## config.mk

```make
export PLATFORM = sky130hd
export DESIGN_NAME = csi_rx_packets_parser_flat
export DESIGN_NICKNAME = d
export VERILOG_FILES = /design/src/rtl/csi_rx_packets_parser_if.sv /design/src/rtl/csi_rx_packets_parser.sv /design/src/flat_wrapper.sv
export SDC_FILE = /design/constraint.sdc
export NUM_CORES = 1
export LEC_CHECK = 0
export ABC_AREA = 1
export BUFFER_PORTS_ARGS = -buffer_cell sky130_fd_sc_hd__buf_2
export CELL_PAD_IN_SITES_DETAIL_PLACEMENT = 0
export CELL_PAD_IN_SITES_GLOBAL_PLACEMENT = 1
export CORE_MARGIN = 5
export CORE_UTILIZATION = 48
export DETAILED_ROUTE_END_ITERATION = 10
export PLACE_DENSITY = 0.83
export SYNTH_ARGS = -nofsm -noshare
export SYNTH_HDL_FRONTEND = slang
export SYNTH_SLANG_ARGS = --single-unit
```

## constraint.sdc

```tcl
create_clock -name i_clk -period 14.82 [get_ports i_clk]
set_input_delay 1.482 -clock i_clk [delete_from_list [all_inputs] [get_ports i_clk]]
set_output_delay 1.482 -clock i_clk [all_outputs]
set_load 0.02 [all_outputs]
```

## src/rtl/csi_rx_packets_parser_if.sv

```systemverilog
// rtl/csi_rx_packets_parser_if.sv - PHY byte-lane and pixel-FIFO bundle for the CSI-2 RX parser
//
// Purpose: groups the D-PHY receive lanes and the downstream pixel FIFO
//          write port into one bundle.
// Signals:
//   phy_data   [31:0] received bytes, lane 0 in [7:0]
//   phy_valid  [3:0]  byte strobes, contiguous from bit 0
//   phy_sot           start-of-transmission pulse
//   fifo_data  [31:0] packed payload word, little-endian
//   fifo_write        pixel FIFO write strobe
//   fifo_last         last payload word of a line
//   fifo_full         pixel FIFO full
// Modports:
//   master - PHY/FIFO environment side
//   slave  - parser side
interface csi_rx_packets_parser_if;
  logic [31:0] phy_data;
  logic [3:0]  phy_valid;
  logic        phy_sot;
  logic [31:0] fifo_data;
  logic        fifo_write;
  logic        fifo_last;
  logic        fifo_full;

  modport master (
    output phy_data, phy_valid, phy_sot, fifo_full,
    input  fifo_data, fifo_write, fifo_last
  );

  modport slave (
    input  phy_data, phy_valid, phy_sot, fifo_full,
    output fifo_data, fifo_write, fifo_last
  );
endinterface

```

## src/rtl/csi_rx_packets_parser.sv

```systemverilog
// rtl/csi_rx_packets_parser.sv - CSI-2 RX packet parser with ECC/CRC checking and payload packing
//
// Purpose: collects 1-4 bytes per cycle from the D-PHY receiver into a byte
//          buffer, parses short (FS/FE) and long packets, checks header ECC
//          and payload CRC, and writes payload as 32-bit words to the pixel FIFO.
// Ports:
//   i_clk          byte clock
//   i_rst_n        asynchronous reset, active low
//   i_enable       parser enable
//   if_bus         PHY lanes in, pixel FIFO out (slave modport)
//   o_frame_start  FS received
//   o_frame_end    FE received
//   o_line_end     accepted pixel line finished
//   o_line_count   lines received in the current frame
//   o_ecc_error    header ECC mismatch
//   o_crc_error    payload CRC mismatch
//   o_wc_error     pixel packet word count differs from line size
//   o_height_error FE with unexpected line count
//   o_overflow     payload discarded because FIFO was full (once per line)
`ifndef LP_RAW10_CODE
`define LP_RAW10_CODE 6'h2B
`endif

module csi_rx_packets_parser #(
  parameter int          LINE_WIDTH     = 640,
  parameter int          BITS_PER_PIXEL = 10,
  parameter int          IMAGE_HEIGHT   = 480,
  parameter logic [5:0]  DATA_TYPE      = `LP_RAW10_CODE
) (
  input  logic                      i_clk,
  input  logic                      i_rst_n,
  input  logic                      i_enable,
  csi_rx_packets_parser_if.slave    if_bus,
  output logic                      o_frame_start,
  output logic                      o_frame_end,
  output logic                      o_line_end,
  output logic [11:0]               o_line_count,
  output logic                      o_ecc_error,
  output logic                      o_crc_error,
  output logic                      o_wc_error,
  output logic                      o_height_error,
  output logic                      o_overflow
);

  localparam int BYTES_IN_LINE = LINE_WIDTH * BITS_PER_PIXEL / 8;

  typedef enum logic [2:0] {
    S_IDLE,
    S_WAIT_SOT,
    S_HEADER,
    S_PAYLOAD,
    S_CRC
  } state_t;

  // 6-bit CSI-2 header ECC over the 24 header data bits; top two bits are 0.
  function automatic logic [7:0] ecc_calc(input logic [23:0] d);
    logic [5:0] p;
    p[0] = ^{d[0], d[1], d[2], d[4], d[5], d[7], d[10], d[11], d[13], d[16], d[20], d[21], d[22], d[23]};
    p[1] = ^{d[0], d[1], d[3], d[4], d[6], d[8], d[10], d[12], d[14], d[17], d[20], d[21], d[22], d[23]};
    p[2] = ^{d[0], d[2], d[3], d[5], d[6], d[9], d[11], d[12], d[15], d[18], d[20], d[21], d[22]};
    p[3] = ^{d[1], d[2], d[3], d[7], d[8], d[9], d[13], d[14], d[15], d[19], d[20], d[21], d[23]};
    p[4] = ^{d[4], d[5], d[6], d[7], d[8], d[9], d[16], d[17], d[18], d[19], d[20], d[22], d[23]};
    p[5] = ^{d[10], d[11], d[12], d[13], d[14], d[15], d[16], d[17], d[18], d[19], d[21], d[22], d[23]};
    return {2'b00, p};
  endfunction

  // CRC-16 x^16+x^12+x^5+1, reflected, bytes taken LSB first; bytes_m1+1 bytes used.
  function automatic logic [15:0] crc_update(input logic [15:0] crc_in,
                                             input logic [31:0] data,
                                             input logic [1:0]  bytes_m1);
    logic [15:0] c;
    c = crc_in;
    for (int b = 0; b < 4; b++) begin
      if (b <= int'(bytes_m1)) begin
        for (int i = 0; i < 8; i++) begin
          if (c[0] ^ data[8*b+i]) c = (c >> 1) ^ 16'h8408;
          else                    c = c >> 1;
        end
      end
    end
    return c;
  endfunction

  state_t        r_state;
  logic [127:0]  r_buf;
  logic [4:0]    r_count;
  logic [15:0]   r_remain;
  logic [15:0]   r_crc;
  logic          r_drop;
  logic          r_ovf_seen;
  logic [31:0]   r_fifo_data;
  logic          r_fifo_write;
  logic          r_fifo_last;
  logic          r_frame_start;
  logic          r_frame_end;
  logic          r_line_end;
  logic [11:0]   r_line_count;
  logic          r_ecc_error;
  logic          r_crc_error;
  logic          r_wc_error;
  logic          r_height_error;
  logic          r_overflow;

  logic [2:0]    w_nin;
  logic [31:0]   w_in_mask;
  logic          w_append;
  logic [2:0]    w_take;
  logic [31:0]   w_take_mask;
  logic [31:0]   w_word;
  logic [4:0]    w_consume;
  logic [4:0]    w_keep;
  logic [127:0]  w_buf_next;
  logic [4:0]    w_count_next;
  logic          w_ecc_ok;

  always_comb begin
    w_nin     = 3'd0;
    w_in_mask = 32'h0;
    case (if_bus.phy_valid)
      4'b0001: begin w_nin = 3'd1; w_in_mask = 32'h0000_00FF; end
      4'b0011: begin w_nin = 3'd2; w_in_mask = 32'h0000_FFFF; end
      4'b0111: begin w_nin = 3'd3; w_in_mask = 32'h00FF_FFFF; end
      4'b1111: begin w_nin = 3'd4; w_in_mask = 32'hFFFF_FFFF; end
      default: begin w_nin = 3'd0; w_in_mask = 32'h0; end
    endcase

    // Bytes are only collected while a burst is being parsed; in IDLE and
    // WAIT_SOT the buffer stays empty so stale bytes cannot form a header.
    w_append = ((r_state == S_HEADER) && i_enable) ||
               (r_state == S_PAYLOAD) || (r_state == S_CRC);

    w_take = (r_remain >= 16'd4) ? 3'd4 : r_remain[2:0];
    case (w_take)
      3'd1:    w_take_mask = 32'h0000_00FF;
      3'd2:    w_take_mask = 32'h0000_FFFF;
      3'd3:    w_take_mask = 32'h00FF_FFFF;
      default: w_take_mask = 32'hFFFF_FFFF;
    endcase
    w_word = r_buf[31:0] & w_take_mask;

    w_consume = 5'd0;
    case (r_state)
      S_HEADER:  if (i_enable && r_count >= 5'd4) w_consume = 5'd4;
      S_PAYLOAD: if (r_count >= {2'b00, w_take}) w_consume = {2'b00, w_take};
      S_CRC:     if (r_count >= 5'd2) w_consume = 5'd2;
      default:   w_consume = 5'd0;
    endcase

    // Shift out consumed bytes and append new ones after the survivors.
    w_keep       = r_count - w_consume;
    w_buf_next   = r_buf >> {w_consume, 3'b000};
    w_count_next = w_keep;
    if (w_append) begin
      w_buf_next   = w_buf_next |
                     ({96'h0, if_bus.phy_data & w_in_mask} << {w_keep, 3'b000});
      w_count_next = w_keep + {2'b00, w_nin};
    end

    w_ecc_ok = (ecc_calc(r_buf[23:0]) == r_buf[31:24]);
  end

  always_ff @(posedge i_clk or negedge i_rst_n) begin
    if (!i_rst_n) begin
      r_state        <= S_IDLE;
      r_buf          <= '0;
      r_count        <= '0;
      r_remain       <= '0;
      r_crc          <= '0;
      r_drop         <= 1'b0;
      r_ovf_seen     <= 1'b0;
      r_fifo_data    <= '0;
      r_fifo_write   <= 1'b0;
      r_fifo_last    <= 1'b0;
      r_frame_start  <= 1'b0;
      r_frame_end    <= 1'b0;
      r_line_end     <= 1'b0;
      r_line_count   <= '0;
      r_ecc_error    <= 1'b0;
      r_crc_error    <= 1'b0;
      r_wc_error     <= 1'b0;
      r_height_error <= 1'b0;
      r_overflow     <= 1'b0;
    end else begin
      r_fifo_write   <= 1'b0;
      r_fifo_last    <= 1'b0;
      r_frame_start  <= 1'b0;
      r_frame_end    <= 1'b0;
      r_line_end     <= 1'b0;
      r_ecc_error    <= 1'b0;
      r_crc_error    <= 1'b0;
      r_wc_error     <= 1'b0;
      r_height_error <= 1'b0;
      r_overflow     <= 1'b0;

      if (if_bus.phy_sot && (r_state != S_IDLE)) begin
        // A new burst always restarts parsing; any partial packet is dropped.
        r_state <= S_HEADER;
        r_buf   <= '0;
        r_count <= '0;
      end else begin
        r_buf   <= w_buf_next;
        r_count <= w_count_next;
        case (r_state)
          S_IDLE: begin
            if (i_enable) r_state <= S_WAIT_SOT;
          end

          S_WAIT_SOT: begin
            if (!i_enable) r_state <= S_IDLE;
          end

          S_HEADER: begin
            if (!i_enable) begin
              r_state <= S_IDLE;
              r_buf   <= '0;
              r_count <= '0;
            end else if (r_count >= 5'd4) begin
              if (!w_ecc_ok) begin
                r_ecc_error <= 1'b1;
                r_state     <= S_WAIT_SOT;
                r_buf       <= '0;
                r_count     <= '0;
              end else if (r_buf[5:0] == 6'h00) begin
                r_frame_start <= 1'b1;
                r_line_count  <= '0;
              end else if (r_buf[5:0] == 6'h01) begin
                r_frame_end <= 1'b1;
                if (r_line_count != 12'(IMAGE_HEIGHT)) r_height_error <= 1'b1;
              end else if (r_buf[5:0] >= 6'h10) begin
                r_remain   <= r_buf[23:8];
                r_crc      <= 16'hFFFF;
                r_drop     <= (r_buf[5:0] != DATA_TYPE);
                r_ovf_seen <= 1'b0;
                if ((r_buf[5:0] == DATA_TYPE) && (r_buf[23:8] != 16'(BYTES_IN_LINE)))
                  r_wc_error <= 1'b1;
                r_state <= (r_buf[23:8] == 16'd0) ? S_CRC : S_PAYLOAD;
              end
            end
          end

          S_PAYLOAD: begin
            if (w_consume != 5'd0) begin
              r_crc    <= crc_update(r_crc, w_word, 2'(w_take - 3'd1));
              r_remain <= r_remain - {13'h0, w_take};
              if (!r_drop) begin
                if (if_bus.fifo_full) begin
                  if (!r_ovf_seen) begin
                    r_overflow <= 1'b1;
                    r_ovf_seen <= 1'b1;
                  end
                end else begin
                  r_fifo_write <= 1'b1;
                  r_fifo_data  <= w_word;
                  r_fifo_last  <= (r_remain == {13'h0, w_take});
                end
              end
              if (r_remain == {13'h0, w_take}) r_state <= S_CRC;
            end
          end

          S_CRC: begin
            if (r_count >= 5'd2) begin
              if (r_buf[15:0] != r_crc) r_crc_error <= 1'b1;
              if (!r_drop) begin
                r_line_end <= 1'b1;
                if (r_line_count != 12'hFFF) r_line_count <= r_line_count + 12'd1;
              end
              r_state <= S_HEADER;
            end
          end

          default: r_state <= S_IDLE;
        endcase
      end
    end
  end

  assign if_bus.fifo_data  = r_fifo_data;
  assign if_bus.fifo_write = r_fifo_write;
  assign if_bus.fifo_last  = r_fifo_last;
  assign o_frame_start     = r_frame_start;
  assign o_frame_end       = r_frame_end;
  assign o_line_end        = r_line_end;
  assign o_line_count      = r_line_count;
  assign o_ecc_error       = r_ecc_error;
  assign o_crc_error       = r_crc_error;
  assign o_wc_error        = r_wc_error;
  assign o_height_error    = r_height_error;
  assign o_overflow        = r_overflow;

endmodule

```

## src/flat_wrapper.sv

```systemverilog
// flat-port wrapper written by rule: the top's interface ports become plain ports
module csi_rx_packets_parser_flat 
#(
  parameter int          LINE_WIDTH     = 640,
  parameter int          BITS_PER_PIXEL = 10,
  parameter int          IMAGE_HEIGHT   = 480,
  parameter logic [5:0]  DATA_TYPE      = `LP_RAW10_CODE
)
  (i_clk, i_rst_n, i_enable, o_frame_start, o_frame_end, o_line_end, o_line_count, o_ecc_error, o_crc_error, o_wc_error, o_height_error, o_overflow, if_bus_phy_data, if_bus_phy_valid, if_bus_phy_sot, if_bus_fifo_full, if_bus_fifo_data, if_bus_fifo_write, if_bus_fifo_last);
  csi_rx_packets_parser_if if_bus_i ();
  input  logic i_clk;
  input  logic i_rst_n;
  input  logic i_enable;
  output logic o_frame_start;
  output logic o_frame_end;
  output logic o_line_end;
  output logic [11:0] o_line_count;
  output logic o_ecc_error;
  output logic o_crc_error;
  output logic o_wc_error;
  output logic o_height_error;
  output logic o_overflow;
  input wire logic [$bits(if_bus_i.phy_data)-1:0] if_bus_phy_data;
  input wire logic [$bits(if_bus_i.phy_valid)-1:0] if_bus_phy_valid;
  input wire logic [$bits(if_bus_i.phy_sot)-1:0] if_bus_phy_sot;
  input wire logic [$bits(if_bus_i.fifo_full)-1:0] if_bus_fifo_full;
  output wire logic [$bits(if_bus_i.fifo_data)-1:0] if_bus_fifo_data;
  output wire logic [$bits(if_bus_i.fifo_write)-1:0] if_bus_fifo_write;
  output wire logic [$bits(if_bus_i.fifo_last)-1:0] if_bus_fifo_last;
  assign if_bus_i.phy_data = if_bus_phy_data;
  assign if_bus_i.phy_valid = if_bus_phy_valid;
  assign if_bus_i.phy_sot = if_bus_phy_sot;
  assign if_bus_i.fifo_full = if_bus_fifo_full;
  assign if_bus_fifo_data = if_bus_i.fifo_data;
  assign if_bus_fifo_write = if_bus_i.fifo_write;
  assign if_bus_fifo_last = if_bus_i.fifo_last;
  csi_rx_packets_parser #(.LINE_WIDTH(LINE_WIDTH), .BITS_PER_PIXEL(BITS_PER_PIXEL), .IMAGE_HEIGHT(IMAGE_HEIGHT), .DATA_TYPE(DATA_TYPE)) u_core (.i_clk(i_clk), .i_rst_n(i_rst_n), .i_enable(i_enable), .if_bus(if_bus_i), .o_frame_start(o_frame_start), .o_frame_end(o_frame_end), .o_line_end(o_line_end), .o_line_count(o_line_count), .o_ecc_error(o_ecc_error), .o_crc_error(o_crc_error), .o_wc_error(o_wc_error), .o_height_error(o_height_error), .o_overflow(o_overflow));
endmodule
```

After elaboration in Yosys (flattened, before gate mapping):

Cells that the tools add are included.

* bits in writable memories: 0
* logic and storage cells: 449
* memories kept: 0
* bits in read-only memories: 0
* output and inout port bits: 54
* input port bits: 41
* bits in registers: 224
* latch bits: 0

* multiplexer cells: 276
* add/sub/neg operators: 5
* bitwise operators: 72
* $mul: 0
* order comparisons: 8
* divide/modulo/power cells: 0
* eq/ne operators: 42
* reductions and logical operators: 25
* shift operators: 2

Operators with widths (number)
* two-way mux 16 bit: 163
* two-way mux 128 bit: 6
* OR 128 bit: 1
* one-hot mux 32 bit (4 select lines): 1
* << shifter 32 x 8 -> 128 bit: 1
* right shift 128 x 8 -> 128 bit: 1
* inverter 2 -> 3 bit: 32
* one-hot mux 32 bit (3 select lines): 1
* two-way mux 12 bit: 7
* two-way mux 1 bit: 68
* AND 32 bit: 2
* one-hot mux 16 bit (2 select lines): 2
* parity 13 bit: 4
* two-way mux 3 bit: 16
* bitwise XOR 1 bit: 32
* two-way mux 5 bit: 6
* parity 14 bit: 2
* AND reduction 9 bit: 3
* inequality test 2 bit (second input constant): 12
* one-hot mux 12 bit (2 select lines): 1
* == test 16 x 3 -> 1 bit: 1
* greater-or-equal comparator 16 x 3 -> 1 bit (second input constant): 1
* logical NOT 16 bit: 1
* inequality test 16 x 10 -> 1 bit (second input constant): 1
* other kinds (46): 65

Longest topological paths before layout:

Gate-level depths: netlist of the first run.

* depth after elaboration: 188
* mapped depth: 33
* gate-level depth less buffers: 33

Worst setup path after synthesis of the first run:

OpenSTA, ideal clock, no wires.

* path type: reg-to-reg
* from: reg u_core.r_remain[4]
* to: reg u_core.r_buf[74]
* library setup time: 0.124 ns
* clock period less this slack: 5.054 ns
* required time: 14.696 ns
* path slack: 9.766 ns
* arrival time: 4.930 ns
* cell stages (with the launch flop): 29
* path buffers: 5
* cells stage by stage: dfrtp_1 > nor2_2 > nand2_1 > nor2_4 > nand2_2 > nor2_1 > inv_1 > ha_1 > a21oi_1 > o21ai_0 > nand2_1 > nor2_2 > buf_2 > buf_2 > buf_2 > ha_1 > inv_1 > fa_1 > a211o_1 > xnor2_1 > nor2_1 > inv_1 > nor2_1 > inv_1 > buf_2 > clkbuf_1 > o21ai_0 > a211oi_1 > nor2_1

* word-level cells in the longest chain between the ends: 14
* elaborated cells on any way between the ends: 15
* those cells by class: add/sub: 1; order compare: 2; shift: 2; mux: 9; bitwise: 1

Ends and longest elaborated chain
* start: declaration: line csi_rx_packets_parser.sv:87 `logic [15:0] r_remain;`
* start signal: assignment: line csi_rx_packets_parser.sv:230 `r_remain <= r_buf[23:8];`
* start signal: assignment: line csi_rx_packets_parser.sv:244 `r_remain <= r_remain - {13'h0, w_take};`
* greater-or-equal comparator 16 x 3 -> 1 bit (*): line csi_rx_packets_parser.sv:132 `w_take = (r_remain >= 16'd4) ? 3'd4 : r_remain[2:0];`
* two-way mux 3 bit (*): line csi_rx_packets_parser.sv:132
* greater-or-equal comparator 5 x 3 -> 1 bit: line csi_rx_packets_parser.sv:144 `S_PAYLOAD: if (r_count >= {2'b00, w_take}) w_consume = {2'b00, w_take};`
* two-way mux 3 bit (*): line csi_rx_packets_parser.sv:144
* one-hot mux 5 bit (3 select lines) (*): line csi_rx_packets_parser.sv:142 `case (r_state)`
* subtractor 5 bit: line csi_rx_packets_parser.sv:150 `w_keep = r_count - w_consume;`
* << shifter 32 x 8 -> 128 bit: line csi_rx_packets_parser.sv:155 `({96'h0, if_bus.phy_data & w_in_mask} << {w_keep, 3'b000});`
* OR 128 bit: line csi_rx_packets_parser.sv:154 `w_buf_next = w_buf_next |`
* two-way mux 128 bit (*): line csi_rx_packets_parser.sv:153 `if (w_append) begin`
* two-way mux 128 bit: line csi_rx_packets_parser.sv:218 `if (!w_ecc_ok) begin`
* two-way mux 128 bit: line csi_rx_packets_parser.sv:217 `end else if (r_count >= 5'd4) begin`
* two-way mux 128 bit: line csi_rx_packets_parser.sv:213 `if (!i_enable) begin`
* two-way mux 128 bit (*): line csi_rx_packets_parser.sv:203 `case (r_state)`
* two-way mux 128 bit (*): line csi_rx_packets_parser.sv:195 `if (if_bus.phy_sot && (r_state != S_IDLE)) begin`
* end signal: assignment: line csi_rx_packets_parser.sv:201 `r_buf <= w_buf_next;`
* end: declaration: line csi_rx_packets_parser.sv:85 `logic [127:0] r_buf;`

Mark *: on every way between the ends. The rest lies on a longest branch, timed or not.
A chain may end at the register's enable or synchronous reset.

Worst setup path in the final report of the first run:

* from: reg u_core.r_remain[4]
* to: reg u_core.r_buf[70]

Same word-level chain as after synthesis.

==> reports/results.txt, run 1 <==
Main synth FF type = dfrtp_1
Number of buffers and inverters on the critical path = 6
H-tree Lvls = 1
Largest incremental delay on the critical path = 0.92 ns
Count of TritonRoute iterations in the first routing pass = 5
I/O pin cnt = 95
Net Count, Synth = 2890
CTS buffer count = 29
Type of element launching the critical path = register
Top cell family by delay on the critical path = simple AND/OR/NAND/NOR gates
Post-synthesis share of cell area spent on xor and xnor gates = 4.641%
Logic depth of the worst register-to-register path = 24
Vertical die dimension = 204.7 um
Critical path peak fanout = 54
Gr ovfl total = 0
Area of combinational cells with multiple inputs = 0.01082 sq mm
Die Outline Area = 0.04190 sq mm
Cell breakdown of the critical path = nor2_2, nand2_1, nor2_4, nand2_2, nor2_1, inv_1, ha_1, a21oi_1, o21ai_0, nand2_1, o21ai_4, buf_4, clkinv_2, ha_1, a211o_1, xnor2_1, nor2_1, inv_1, nor2_1, buf_4, inv_1, nor2_2, a2111oi_0, nor2_1
DRT antenna net count = 0
Number of cells on the critical path = 24
Largest family of logic cells by synthesized area = simple AND/OR/NAND/NOR gates
Global-route usage over all layers = 30.83%
Via count of the first global-routing pass = 18.33k
Async S/R FF share, synth = 100.0%
Area share of the leading cell type in the synthesized netlist = 30.81%
Count of filler cells inserted in the layout = 3877
Site row count = 71
Routed length per placed instance = 19.66 um
Width of the die = 204.7 um
Half-perimeter wire length after placement = 47320 um
Synth Cell Area = 0.01820 sq mm
Via total after detailed routing = 19.13k
Worst min-delay path category = reg -> reg
Top cell types by occurrence after synthesis = nand2_1 (659), nor2_1 (353), o21ai_0 (331), inv_1 (262), dfrtp_1 (224)
Kind of capture point of the worst setup path = register
Setup Skew = 0.01064 ns
Slew headroom = 29.27%
Number of remaining DRC errors = 0
Share of the cycle needed by the critical path after routing = 46.09%
Compound-cell area share of the yosys netlist = 19.29%
Cell at the slowest stage of the critical path = nor2_2
First-pass GRT wire length = 103300 um
Routed wire length = 65550 um
EDFF count, synth = 0
Number of distinct library cells after synthesis = 66
Dominant cells by area after synthesis = dfrtp_1 (31%), nand2_1 (14%), o21ai_0 (9.1%)
Sequential cell area = 0.005605 sq mm
TritonCTS sink count = 224
Hold_buf cts = 0
Simple-gate portion of the synthesized area = 32.86%
Port Buf Inserts = 94
Synth Area in Adders = 2.008%
RSZ-0062 raised after global routing = no
Seq/Total Area, Yosys = 30.81%
Final setup viols = 0
Crit path top cell by count = nor2_1
Post-CTS setup buffers = 0
Transition time at the pin with the least slew margin = 1.060 ns
Layout cells sized above 1 = 10.66%
Area growth from synthesis to layout = 8.788%
Fmax = 146.4 MHz
Synth Register Bits = 224
Fin. Hold Viols = 0
Post-Layout Inst Area = 0.01980 sq mm
Final TNS setup = 0 ns
Number of gates resized after CTS = 0
Clock Tree Buf Depth = 3
Average cell area after synthesis = 6.450 sq um
Pins over their slew limit = 0
Number of antenna violations at the first check in global routing = 1
Number of warnings reported in the yosys synthesis log = 0
Clock root cell = clkbuf_16
Max-cap viol count = 0
Tmin final = 6.831 ns
Starting DRC count in detailed routing = 1542
Portion of netlist area occupied by mux cells = 0.5501%
Instance count along the most critical hold path = 1
Pin count of the biggest net entering global routing = 93
Cell with the most instances after synthesis = nand2_1
Library cell occupying the most area in the post-synthesis netlist = dfrtp_1
Cell area reported after detailed placement = 0.01886 sq mm
WS Path Type = reg -> reg
Core box area = 0.03758 sq mm
Result of the run = completed
Starting utilization of the core area = 48.42%
Post-DR vias/cell = 5.738
RD Place Congestion = 0.9635
TritonCTS clock tree = done
Layout Nets = 2874
Required time worst endpoint = 15.32 ns
Cells after Synth = 2821
Diodes inserted = 0
Clock Latency Late Sink = 0.58 ns
Reg clk slew, reported paths = 0.07 ns
Arrival time reported for the critical path endpoint = 7.33 ns
metal layers:
| layer | routed length, um | GRT usage [%] | vias to the layer above |
|---|---|---|---|
| li1 | - | - | 9224 |
| met1 | 27250 | 39.47 | 9069 |
| met5 | 13 | 0 | - |
| met3 | 3694 | 3.799 | 170 |
| met4 | 3889 | 15.34 | 2 |
| met2 | 30710 | 51.64 | 666 |
cells by family (layout without fill, tap and decap cells):
group | count (synthesis) | in the layout
simple gates | 1381 | 1381
xor+xnor | 93 | 93
mux | 10 | 10
flops | 224 | 224
compound gates | 626 | 626
buf+inv | 458 | 460
fa+ha+maj | 28 | 28
other cells | 1 | 1
sequential cells by signal, summed over array words and instances (netlist names):
name / count
u_core.if_bus.fifo_data: 32
u_core.if_bus.fifo_last: 1
u_core.if_bus.fifo_write: 1
u_core.o_crc_error: 1
u_core.o_ecc_error: 1
u_core.o_frame_end: 1
u_core.o_frame_start: 1
u_core.o_height_error: 1
u_core.o_line_count: 12
u_core.o_line_end: 1
u_core.o_overflow: 1
u_core.o_wc_error: 1
u_core.r_buf: 128
u_core.r_count: 5
u_core.r_crc: 16
u_core.r_drop: 1
u_core.r_ovf_seen: 1
u_core.r_remain: 16
u_core.r_state: 3
cell type report:
cell class	count	share of cell area (%)
repair buffers	125	3.603
flip-flops and latches	224	28.32
multi-input cells	2139	54.68
well taps	511	3.230
clock inverters	8	0.6384
clock buffers	41	4.096
inverters	286	5.436
metrics by stage:
step	util (%)	instances	worst slack (ns)	hold slack [ns]
finish	52.68	3334	7.989	0.4375
global route	52.68	3334	7.492	0.4707
CTS	52.68	3334	8.087	0.4392
detailed placement	50.18	3285	8.121	0.4256
global placement	50.18	3285	8.306	0.4257
floorplan	-	2821	9.766	0.4090
placed cells by master, fill, tap and decap left out, drive strengths merged, types with 21 or more instances in the layout:
master,n
nand3,239
xnor2,48
nand2,705
nor3,23
a221oi,21
dfrtp,224
clkbuf,41
inv,283
o22ai,51
o21ai,346
a21oi,130
nand4,22
ha,26
xor2,45
buf,125
nor2,363
path summary, 6_finish.rpt:
path                                    startpoint                  to  slack (ns)
worst max-delay path            u_core.r_remain[4]    u_core.r_buf[70]        7.99
worst min register to register       u_core.r_drop   u_core.o_line_end        0.44
worst max register to register  u_core.r_remain[4]    u_core.r_buf[70]        7.99
max in group asynchronous                  i_rst_n    u_core.r_buf[50]       12.37
worst min-delay path                 u_core.r_drop   u_core.o_line_end        0.44
min in group asynchronous                  i_rst_n  u_core.o_frame_end        0.92
Power of run 1 is left out: the tool's default activity adds up to more than one toggle a clock period on the data nets, which glitch-free logic cannot reach.
==> run 2: changes to the inputs <==
Settings changed: CORE_UTILIZATION 48 to 45, PLACE_DENSITY 0.83 to 0.79.
Clock period 14.82 ns to 7 ns, I/O delays scaled along.
==> run 2 against run 1 <==
Against the previous run:
- via count fell by 0.73%
- sequential cell count did not move
- clock skew rose by 0.0045 ns
- critical endpoint is now u_core.r_buf[0]
- highest routed layer unchanged
==> reports/results.txt, run 2 (synthesized netlist as in run 1, its figures left out) <==
Sequential cell area = 0.005605 sq mm (unchanged)
CTS buffer count = 29 (unchanged)
Final TNS setup = 0 ns (unchanged)
Number of remaining DRC errors = 0 (unchanged)
Clock Tree Buf Depth = 3 (unchanged)
Starting utilization of the core area = 45.59% (was 48.42%)
Starting DRC count in detailed routing = 1841 (was 1542)
DRT antenna net count = 0 (unchanged)
Vertical die dimension = 211.1 um (was 204.7 um)
Clock root cell = clkbuf_16 (unchanged)
TritonCTS sink count = 224 (unchanged)
Number of standard cells in the layout, taps in and fillers out = 3349 (was 3334)
Reg-to-Reg End = u_core.r_buf[0] (was u_core.r_buf[70])
Die Outline Area = 0.04456 sq mm (was 0.04190 sq mm)
Slew headroom = 18.75% (was 29.27%)
Flip-flop count of the largest register after layout = 128 (unchanged)
Worst min-delay path category = in -> async (was reg -> reg)
Most common cell after layout, fill and taps aside = nand2_1 (unchanged)
Cell area reported after detailed placement = 0.01893 sq mm (was 0.01886 sq mm)
I/O pin cnt = 95 (unchanged)
Fin worst setup slack = 1.514 ns (was 7.989 ns)
Pin count of the biggest net entering global routing = 150 (was 93)
Clock Latency Late Sink = 0.57 ns (was 0.58 ns)
Register with the highest flop count = u_core.r_buf (unchanged)
TritonCTS clock tree = done (unchanged)
Critical path peak fanout = 36 (was 54)
H-tree Lvls = 1 (unchanged)
Transition time at the pin with the least slew margin = 1.211 ns (was 1.060 ns)
Pins over their slew limit = 0 (unchanged)
Setup Skew = 0.01510 ns (was 0.01064 ns)
Kind of capture point of the worst setup path = register (unchanged)
Layout cells sized above 1 = 10.76% (was 10.66%)
RSZ-0062 raised after global routing = no (unchanged)
Count of filler cells inserted in the layout = 4159 (was 3877)
Global-route usage over all layers = 29.11% (was 30.83%)
Reg clk slew, reported paths = 0.06 ns (was 0.07 ns)
Core box area = 0.03991 sq mm (was 0.03758 sq mm)
Width of the die = 211.1 um (was 204.7 um)
Port Buf Inserts = 94 (unchanged)
Gr ovfl total = 0 (unchanged)
Via total after detailed routing = 18.99k (was 19.13k)
Required time worst endpoint = 7.43 ns (was 15.32 ns)
Via count of the first global-routing pass = 18.11k (was 18.33k)
Share of the cycle needed by the critical path after routing = 78.37% (was 46.09%)
Half-perimeter wire length after placement = 46730 um (was 47320 um)
Fin. Hold Viols = 0 (unchanged)
Critical R2R Launch = u_core.r_remain[4] (unchanged)
Post-CTS setup buffers = 0 (unchanged)
Count of TritonRoute iterations in the first routing pass = 8 (was 5)
Layout Nets = 2873 (was 2874)
Diodes inserted = 0 (unchanged)
Area of combinational cells with multiple inputs = 0.01082 sq mm (unchanged)
Post-Layout Inst Area = 0.01992 sq mm (was 0.01980 sq mm)
Logic depth of the worst register-to-register path = 27 (was 24)
Worst R2R Setup Slack = 1.51 ns (was 7.99 ns)
Result of the run = completed (unchanged)
Number of gates resized after CTS = 0 (unchanged)
Arrival time reported for the critical path endpoint = 5.91 ns (was 7.33 ns)
Post-DR vias/cell = 5.671 (was 5.738)
Type of element launching the critical path = register (unchanged)
RD Place Congestion = 0.9314 (was 0.9635)
Routed length per placed instance = 19.71 um (was 19.66 um)
Fmax = 182.3 MHz (was 146.4 MHz)
First-pass GRT wire length = 104100 um (was 103300 um)
Max-cap viol count = 0 (unchanged)
Dpl cells = 3298 (was 3285)
WS Path Type = reg -> reg (unchanged)
Tmin final = 5.486 ns (was 6.831 ns)
Number of antenna violations at the first check in global routing = 1 (unchanged)
Final setup viols = 0 (unchanged)
Commonest non-fill, non-tap cells in the layout = nand2_1 (659), nor2_1 (353), o21ai_0 (331) (unchanged)
Hold_buf cts = 0 (unchanged)
DP Worst Slack = 1.562 ns (was 8.121 ns)
Routed wire length = 66000 um (was 65550 um)
Site row count = 73 (was 71)
Area growth from synthesis to layout = 9.489% (was 8.788%)
## run 2: cell count changes in the layout (fill, tap and decap cells not counted), moves of 2 or more
| cell | change |
|---|---|
| buf_12 | +5 |
| buf_4 | -6 |
| clkbuf_1 | -3 |
| clkbuf_8 | +2 |
| clkinv_2 | +2 |
## run 2: metal layers
metal | routed length [um] | track usage [%] | vias up
met2 | 30270 | 47.29 | 673
met3 | 3894 | 3.253 | 162
met1 | 28120 | 38.74 | 8916
met4 | 3712 | 14.29 | 2
met5 | 7 | 0 | -
li1 | - | - | 9238
## run 2: area by class of cell
class	instances	area share (%)
multi-input combinational	2139	54.33
tap	525	3.297
clock inverter	11	0.8290
clock buffer	40	4.151
inverter	286	5.401
sequential	224	28.14
timing repair buffer	124	3.856
## run 2: per-stage QoR
stage                     hold WS (ns)  util, %
after detailed placement        0.4223    47.43
after global routing            0.2603    49.91
after floorplan                 0.4044        -
after CTS                       0.2192    49.91
after global placement          0.4134    47.43
final                           0.2026    49.91
## run 2: worst max-delay path, stage by stage (launching register included)
cell and delay [ns]:
dfrtp_1 0.44, nor2_2 0.18, nand2_1 0.12, nor2_4 0.15
nand2_2 0.11, nor2_1 0.34, inv_1 0.18, ha_1 0.31
a21oi_1 0.14, o21ai_0 0.08, nand2_1 0.21, inv_2 0.07
a21oi_4 0.14, buf_4 0.38, ha_1 0.31, nand3_1 0.08
nand2_1 0.07, xor2_1 0.15, buf_4 0.18, inv_1 0.08
buf_4 0.33, nor2_1 0.09, buf_4 0.23, clkinv_1 0.07
buf_4 0.42, nor3_1 0.13, a211oi_1 0.25, nor2_1 0.07
## run 2: worst max-delay path by stage
| stage | end | slack (ns) | start |
|---|---|---|---|
| after detailed placement | u_core.r_buf[0] | 1.56 | u_core.r_remain[4] |
| after CTS | u_core.r_buf[0] | 1.54 | u_core.r_remain[4] |
| after global routing | u_core.r_buf[87] | 1.00 | u_core.r_remain[4] |
| final | u_core.r_buf[0] | 1.51 | u_core.r_remain[4] |
| after global placement | u_core.r_buf[6] | 1.76 | u_core.r_remain[4] |
| after floorplan | u_core.r_buf[74] | 1.95 | u_core.r_remain[4] |
Power of run 2 is left out for the same reason.
